<file path="config.mk">
export PLATFORM = sky130hd
export DESIGN_NAME = bin2bcd_serial
export DESIGN_NICKNAME = d
export VERILOG_FILES = /design/src/rtl/palindrome_pkg.sv /design/src/rtl/bin2bcd_serial.sv
export SDC_FILE = /design/constraint.sdc
export NUM_CORES = 1
export LEC_CHECK = 0
export ABC_AREA = 1
export CAP_MARGIN = 0
export CORE_MARGIN = 4
export CORE_UTILIZATION = 52
export DETAILED_ROUTE_END_ITERATION = 10
export PLACE_DENSITY = 0.81
export SLEW_MARGIN = 40
export SYNTH_ARGS = -nofsm -noshare
export SYNTH_HDL_FRONTEND = slang
export SYNTH_SLANG_ARGS = --single-unit
</file>
<file path="constraint.sdc">
create_clock -name clk -period 2.18 [get_ports clk]
set_input_delay 0.327 -clock clk [delete_from_list [all_inputs] [get_ports clk]]
set_output_delay 0.327 -clock clk [all_outputs]
set_load 0.1 [all_outputs]
</file>
<file path="src/rtl/palindrome_pkg.sv">
// -----------------------------------------------------------------------------
// palindrome_pkg
// Shared definitions for the sequential palindrome checker:
//   - radix (mode) encodings presented on the checker's mode input
//   - controller state enumeration
//   - dec_digits(): number of BCD digits needed to hold a WIDTH-bit value
// -----------------------------------------------------------------------------
package palindrome_pkg;

  localparam logic [1:0] MODE_BIN = 2'b00;
  localparam logic [1:0] MODE_DEC = 2'b01;
  localparam logic [1:0] MODE_HEX = 2'b10;
  localparam logic [1:0] MODE_RSV = 2'b11;

  typedef enum logic [2:0] {
    IDLE,
    CONVERT,
    LENGTH,
    COMPARE,
    DONE
  } state_e;

  // ceil(width * log10(2)); log10(2) approximated as 0.30103, which is exact
  // enough for the whole 4..32 operand range (width*log10(2) is never an
  // integer there, so rounding up is always correct).
  function automatic int dec_digits(input int width);
    return (width * 30103 + 99999) / 100000;
  endfunction

endpackage

</file>
<file path="src/rtl/bin2bcd_serial.sv">
// -----------------------------------------------------------------------------
// bin2bcd_serial
// Iterative double-dabble binary-to-BCD converter, one operand bit per cycle.
//
// Ports:
//   clk    in   rising-edge clock
//   rst    in   asynchronous active-high reset
//   load   in   capture bin and start a conversion
//   bin    in   WIDTH-bit unsigned operand
//   bcd    out  4*DIGITS-bit packed BCD result, digit 0 in bits [3:0]
//   valid  out  high once all WIDTH bits have been shifted in; held until the
//               next load
//
// The load cycle already performs the first iteration (an all-zero BCD
// register needs no +3 correction), so the remaining WIDTH-1 iterations
// follow and valid rises WIDTH-1 cycles after the load edge. Seen from the
// controller this is exactly WIDTH cycles spent waiting on valid.
// -----------------------------------------------------------------------------
module bin2bcd_serial
  import palindrome_pkg::*;
#(
  parameter int WIDTH  = 16,
  parameter int DIGITS = dec_digits(WIDTH)
) (
  input  logic                  clk,
  input  logic                  rst,
  input  logic                  load,
  input  logic [WIDTH-1:0]      bin,
  output logic [4*DIGITS-1:0]   bcd,
  output logic                  valid
);

  localparam int CW = $clog2(WIDTH + 1);

  logic [WIDTH-1:0]    shift_reg;
  logic [4*DIGITS-1:0] bcd_reg;
  logic [CW-1:0]       cnt_reg;
  logic                run_reg;
  logic                valid_reg;

  // Corrected digits before the shift. The most significant bit of the top
  // digit is shifted out and is always zero for an in-range operand, so only
  // the low three bits of that digit are kept.
  logic [4*DIGITS-2:0] adj;

  genvar gi;
  generate
    for (gi = 0; gi < DIGITS; gi++) begin : g_adj
      if (gi == DIGITS - 1) begin : g_top
        assign adj[4*gi +: 3] = bcd_reg[4*gi +: 3] +
                                ((bcd_reg[4*gi +: 4] >= 4'd5) ? 3'd3 : 3'd0);
      end else begin : g_mid
        assign adj[4*gi +: 4] = (bcd_reg[4*gi +: 4] >= 4'd5) ?
                                (bcd_reg[4*gi +: 4] + 4'd3) : bcd_reg[4*gi +: 4];
      end
    end
  endgenerate

  always_ff @(posedge clk or posedge rst) begin
    if (rst) begin
      shift_reg <= '0;
      bcd_reg   <= '0;
      cnt_reg   <= '0;
      run_reg   <= 1'b0;
      valid_reg <= 1'b0;
    end else if (load) begin
      shift_reg <= bin << 1;
      bcd_reg   <= (4*DIGITS)'(bin[WIDTH-1]);
      cnt_reg   <= CW'(1);
      run_reg   <= 1'b1;
      valid_reg <= 1'b0;
    end else if (run_reg) begin
      shift_reg <= shift_reg << 1;
      bcd_reg   <= {adj, shift_reg[WIDTH-1]};
      cnt_reg   <= cnt_reg + 1'b1;
      if (cnt_reg == CW'(WIDTH - 1)) begin
        run_reg   <= 1'b0;
        valid_reg <= 1'b1;
      end
    end
  end

  assign bcd   = bcd_reg;
  assign valid = valid_reg;

endmodule

</file>
Word-level counts from Yosys, hierarchy flattened:

Cells that the tools add are included.

* bits of input ports: 19
* word-level logic and storage cells: 37
* output and inout port bits: 21
* bits in registers: 43

* multiplexer cells: 17
* magnitude comparators: 5
* eq/ne operators: 1
* reductions and logical operators: 3
* add/subtract/negate cells: 6

Operators by type and width (count)
* $mux 20: 2
* $mux 16: 2
* $ge 4x3->1 const B: 5
* $add 4x2->4 const B: 4
* $mux 4: 4
* $mux 5: 2
* $mux 1: 6
* $add 5x1->5 const B: 1
* $eq 5x4->1 const B: 1
* $reduce_bool 2->1: 2
* $add 3x2->3: 1
* $mux 2: 1
* $reduce_and 2->1: 1

Longest topological paths before layout:

* depth in word-level cells: 5
* depth in mapped cells: 9
* depth with buffers taken out: 9

Worst setup path after synthesis:

No wires, ideal clock.

* path type: register to register
* from: register bcd_reg[17] (netlist: bcd[17])
* to: register bcd_reg[19] (netlist: bcd[19])
* required time: 2051 ps
* setup time: 129 ps
* clock period less this slack: 2072 ps
* arrival time: 1943 ps
* cell stages (with the launch flop): 7
* slack: 108 ps
* path through: dfrtp_1 -> o21ai_0 -> nand2_1 -> ha_1 -> fa_1 -> xnor2_1 -> o22ai_1

* cells in the longest elaborated chain, start to end: 5

Ends and longest elaborated chain
* from (decl): RTL line bin2bcd_serial.sv:36 `logic [4*DIGITS-1:0] bcd_reg;`
* from (signal assigned): RTL line bin2bcd_serial.sv:68 `bcd_reg <= (4*DIGITS)'(bin[WIDTH-1]);`
* from (signal assigned): RTL line bin2bcd_serial.sv:74 `bcd_reg <= {adj, shift_reg[WIDTH-1]};`
* $ge 4x3->1: RTL line bin2bcd_serial.sv:51 `((bcd_reg[4*gi +: 4] >= 4'd5) ? 3'd3 : 3'd0);`
* $mux 2: RTL line bin2bcd_serial.sv:51
* $add 3x2->3 (*): RTL line bin2bcd_serial.sv:50 `assign adj[4*gi +: 3] = bcd_reg[4*gi +: 3] +`
* $mux 20 (*): RTL line bin2bcd_serial.sv:72 `end else if (run_reg) begin`
* $mux 20 (*): RTL line bin2bcd_serial.sv:66 `end else if (load) begin`

Every way passes the cells marked *; elsewhere a longest branch is shown, timed or not. The select of a mux whose other input is x is not followed.
A chain may end at the register's enable or synchronous reset.

Worst setup path in the final report:

* from: register bcd_reg[16] (netlist: bcd[16])
* to: register bcd_reg[19] (netlist: bcd[19])

The elaborated chain is that of the path after synthesis.

==> impl_metrics.json <==
{
  "cp_max_fo": 4,
  "cp.arrival_ns": 1.80,
  "cts-buffers-inserted": 5,
  "synth_top_area_cell": "dfrtp_1",
  "hold_slack_ns": 0.4541,
  "vias": 1863,
  "p_total_mw": 1.860,
  "largest_reg_flops": 20,
  "clk_pin_slew_ns": 0.08,
  "cts_hold_buf": 0,
  "worstPathCellList": "o21ai_0, nand2_1, ha_1, fa_1, xnor2_1, o22ai_1",
  "status": "completed",
  "die_w_um": 73.13,
  "area_growth_pct": 20.59,
  "cts_root_buf": "clkbuf_8",
  "diodes": 0,
  "cts_sinks": 42,
  "post_cts_buffers": 0,
  "die_height_um": 73.13,
  "design_area_sq_mm": 0.002660,
  "layout-drive-gt1-share": 0.1316,
  "path_buf_inv": 0,
  "syn_area_sq_mm": 0.002206,
  "clkPwrFrac": 0.277,
  "grt_pass1_vias": 1749,
  "fillers": 346,
  "ys_types": 28,
  "drc": 0,
  "dp.cells": 346,
  "cp.required_ns": 2.35,
  "setup_viol": 0,
  "cts_buffer_depth": 2,
  "end_kind": "register",
  "avgSynthCellArea_sq_um": 8.419,
  "dieArea_sq_mm": 0.005348,
  "worst_ir_drop_vdd_mv": 0.4357,
  "via_per_inst": 5.263,
  "startpoint": "bcd[16]$_DFFE_PP0P_",
  "setup_tns_ns": 0,
  "cpPeakStageDelay_ns": 0.42,
  "cpLargestDelayFamily": "adder cells",
  "hold_class": "input port to asynchronous set/reset pin",
  "drv_cap": 0,
  "async_flop_share": 1.000,
  "core_area_sq_mm": 0.004058,
  "groute.usage.overall": 0.1885,
  "syn_inst": 262,
  "portBuffers": 39,
  "grt_antenna_before_repair": 0,
  "dr.first_iter.drc_count": 116,
  "synth_edf_count": 0,
  "slew_viol_final": 0,
  "post_cts_resized": 0,
  "num_io_pins": 40,
  "avgRoutedWirePerCell_um": 12.70,
  "swShare": 0.3330,
  "place_congestion": 0.8171,
  "start_kind": "register",
  "grt_pass1_wl_um": 7852,
  "worst_pin_slew_ns": 0.5217,
  "rr_startpoint": "bcd[16]$_DFFE_PP0P_",
  "worst-setup-path-type": "register to register",
  "hold_viol": 0,
  "hpwl_um": 3149,
  "synth_top_area_share": 0.4765,
  "power.switching_mw": 0.6194,
  "synth_ff_type": "dfrtp_1",
  "comb_power_share": 0.238,
  "utilization": 0.6556,
  "htreeDepth": 2,
  "synth_seq_area_share": 0.4765,
  "fin_cells": 354,
  "reg2reg_depth": 6,
  "syn_nets": 293,
  "min_period_ns": 1.626,
  "setup_ws_ns": 0.5537,
  "ys_top_cells_by_area": "dfrtp_1 (48%), nand2_1 (15%), ha_1 (6.2%)",
  "rows": 23,
  "cts_tree": "done",
  "crit_end": "bcd[19]$_DFFE_PP0P_",
  "first_pass_iters": 4,
  "rsz0062_at_grt": "no",
  "grt_max_degree": 43,
  "power_density_mw_per_mm2": 699.3,
  "seqPwrFrac": 0.485,
  "placed_cell_area_sq_mm": 0.002569,
  "cp_slowest_cell": "dfrtp_1",
  "clock_latency_ns": 0.30,
  "crit_cells": 6,
  "max_freq_mhz": 614.9,
  "yosys-top-cells-count": "nand2_1 (89), dfrtp_1 (42), inv_1 (33)",
  "yosys_warnings": 0,
  "final_antenna_net_count": 0,
  "place_ws_ns": 0.2729,
  "ff2ff_setup_slack_ns": 0.55,
  "finClkSkew_ns": 0.005437,
  "r2r_end": "bcd[19]$_DFFE_PP0P_",
  "nNetsFinal": 334,
  "overflow": 0,
  "ys_ff_latch": 42,
  "wl_um": 4495,
  "initial_core_util": 0.5436,
  "p_int_mw": 1.241,
  "timing.final.crit_share": 0.7460,
  "slew_headroom": 0.6522,
  "synth_most_common_cell": "nand2_1",
  "leakagePower_nw": 1.379
}
layout by cell type, fill, tap and decap left out, types with 2 or more instances in the layout:
cell             instances
ha_1                    11
nand2_2                  2
nor2_1                   4
o221ai_1                 8
clkdlybuf4s50_1         18
o21ai_0                  7
dfrtp_1                 42
nand4_1                  8
a21oi_1                  5
nor3_1                   2
nand2_1                 89
clkinv_2                 2
inv_2                    2
o211ai_1                 5
buf_4                   24
o21ai_2                  2
o22ai_1                  6
a22o_1                   2
clkbuf_8                 6
inv_1                   33
nand3_1                 19
layout make-up:
cell class,instances,area (sq um),share of cell area
well taps,50,62.56,0.02352
clock inverters,1,5.005,0.001881
flip-flops and latches,42,1051,0.3951
multi-input cells,176,958.4,0.3603
clock buffers,7,86.33,0.03246
inverters,36,136.4,0.05127
repair buffers,42,360.3,0.1355
per-layer routing:
metal / up-vias / track usage / part of all wire
met3: 7 / 0.04821 / 0.063
met4: 0 / 0.06967 / 0.017
met1: 862 / 0.2595 / 0.46
met2: 53 / 0.2860 / 0.46
li1: 941 / - / -
met5: - / 0 / 0
logic make-up (layout without fill, tap and decap cells):
logic type / after synthesis / after routing / synth area share
AOI/OAI and AO/OA: 37 / 37 / 0.1146
xor gates and xnor gates: 1 / 1 / 0.003971
adders and majority gates: 12 / 12 / 0.07147
buffers and inverters: 44 / 86 / 0.08905
DFF: 42 / 42 / 0.4765
and+or+nand+nor: 126 / 126 / 0.2445
power groups by stage:
stage / logic (mW) / registers, mW / clock network (mW)
2_1_floorplan: 0.188 / 1.05 / 0
3_3_place_gp: 0.432 / 0.915 / 0
3_5_place_dp: 0.444 / 0.916 / 0
4_1_cts: 0.446 / 0.903 / 0.529
5_1_grt: 0.483 / 0.915 / 0.566
6_report: 0.443 / 0.902 / 0.515
worst min-delay path by stage:
stage / start / endpoint / slack [ns] / depth (start not counted)
after CTS: rst / bcd[11]$_DFFE_PP0P_ / 0.48 / 3
after floorplan: shift_reg[12]$_DFFE_PP0P_ / shift_reg[13]$_DFFE_PP0P_ / 0.45 / 2
after detailed placement: shift_reg[12]$_DFFE_PP0P_ / shift_reg[13]$_DFFE_PP0P_ / 0.47 / 2
after global placement: shift_reg[12]$_DFFE_PP0P_ / shift_reg[13]$_DFFE_PP0P_ / 0.47 / 2
after global routing: rst / bcd[19]$_DFFE_PP0P_ / 0.52 / 3
final: rst / bcd[11]$_DFFE_PP0P_ / 0.45 / 3
worst register-to-register path, cell delays in order, from the launching register on:
cell and delay (ns):
dfrtp_1 0.42, o21ai_0 0.17, nand2_1 0.11, ha_1 0.20, fa_1 0.38, xnor2_1 0.15
o22ai_1 0.08
(Power assumes the default switching activity.)
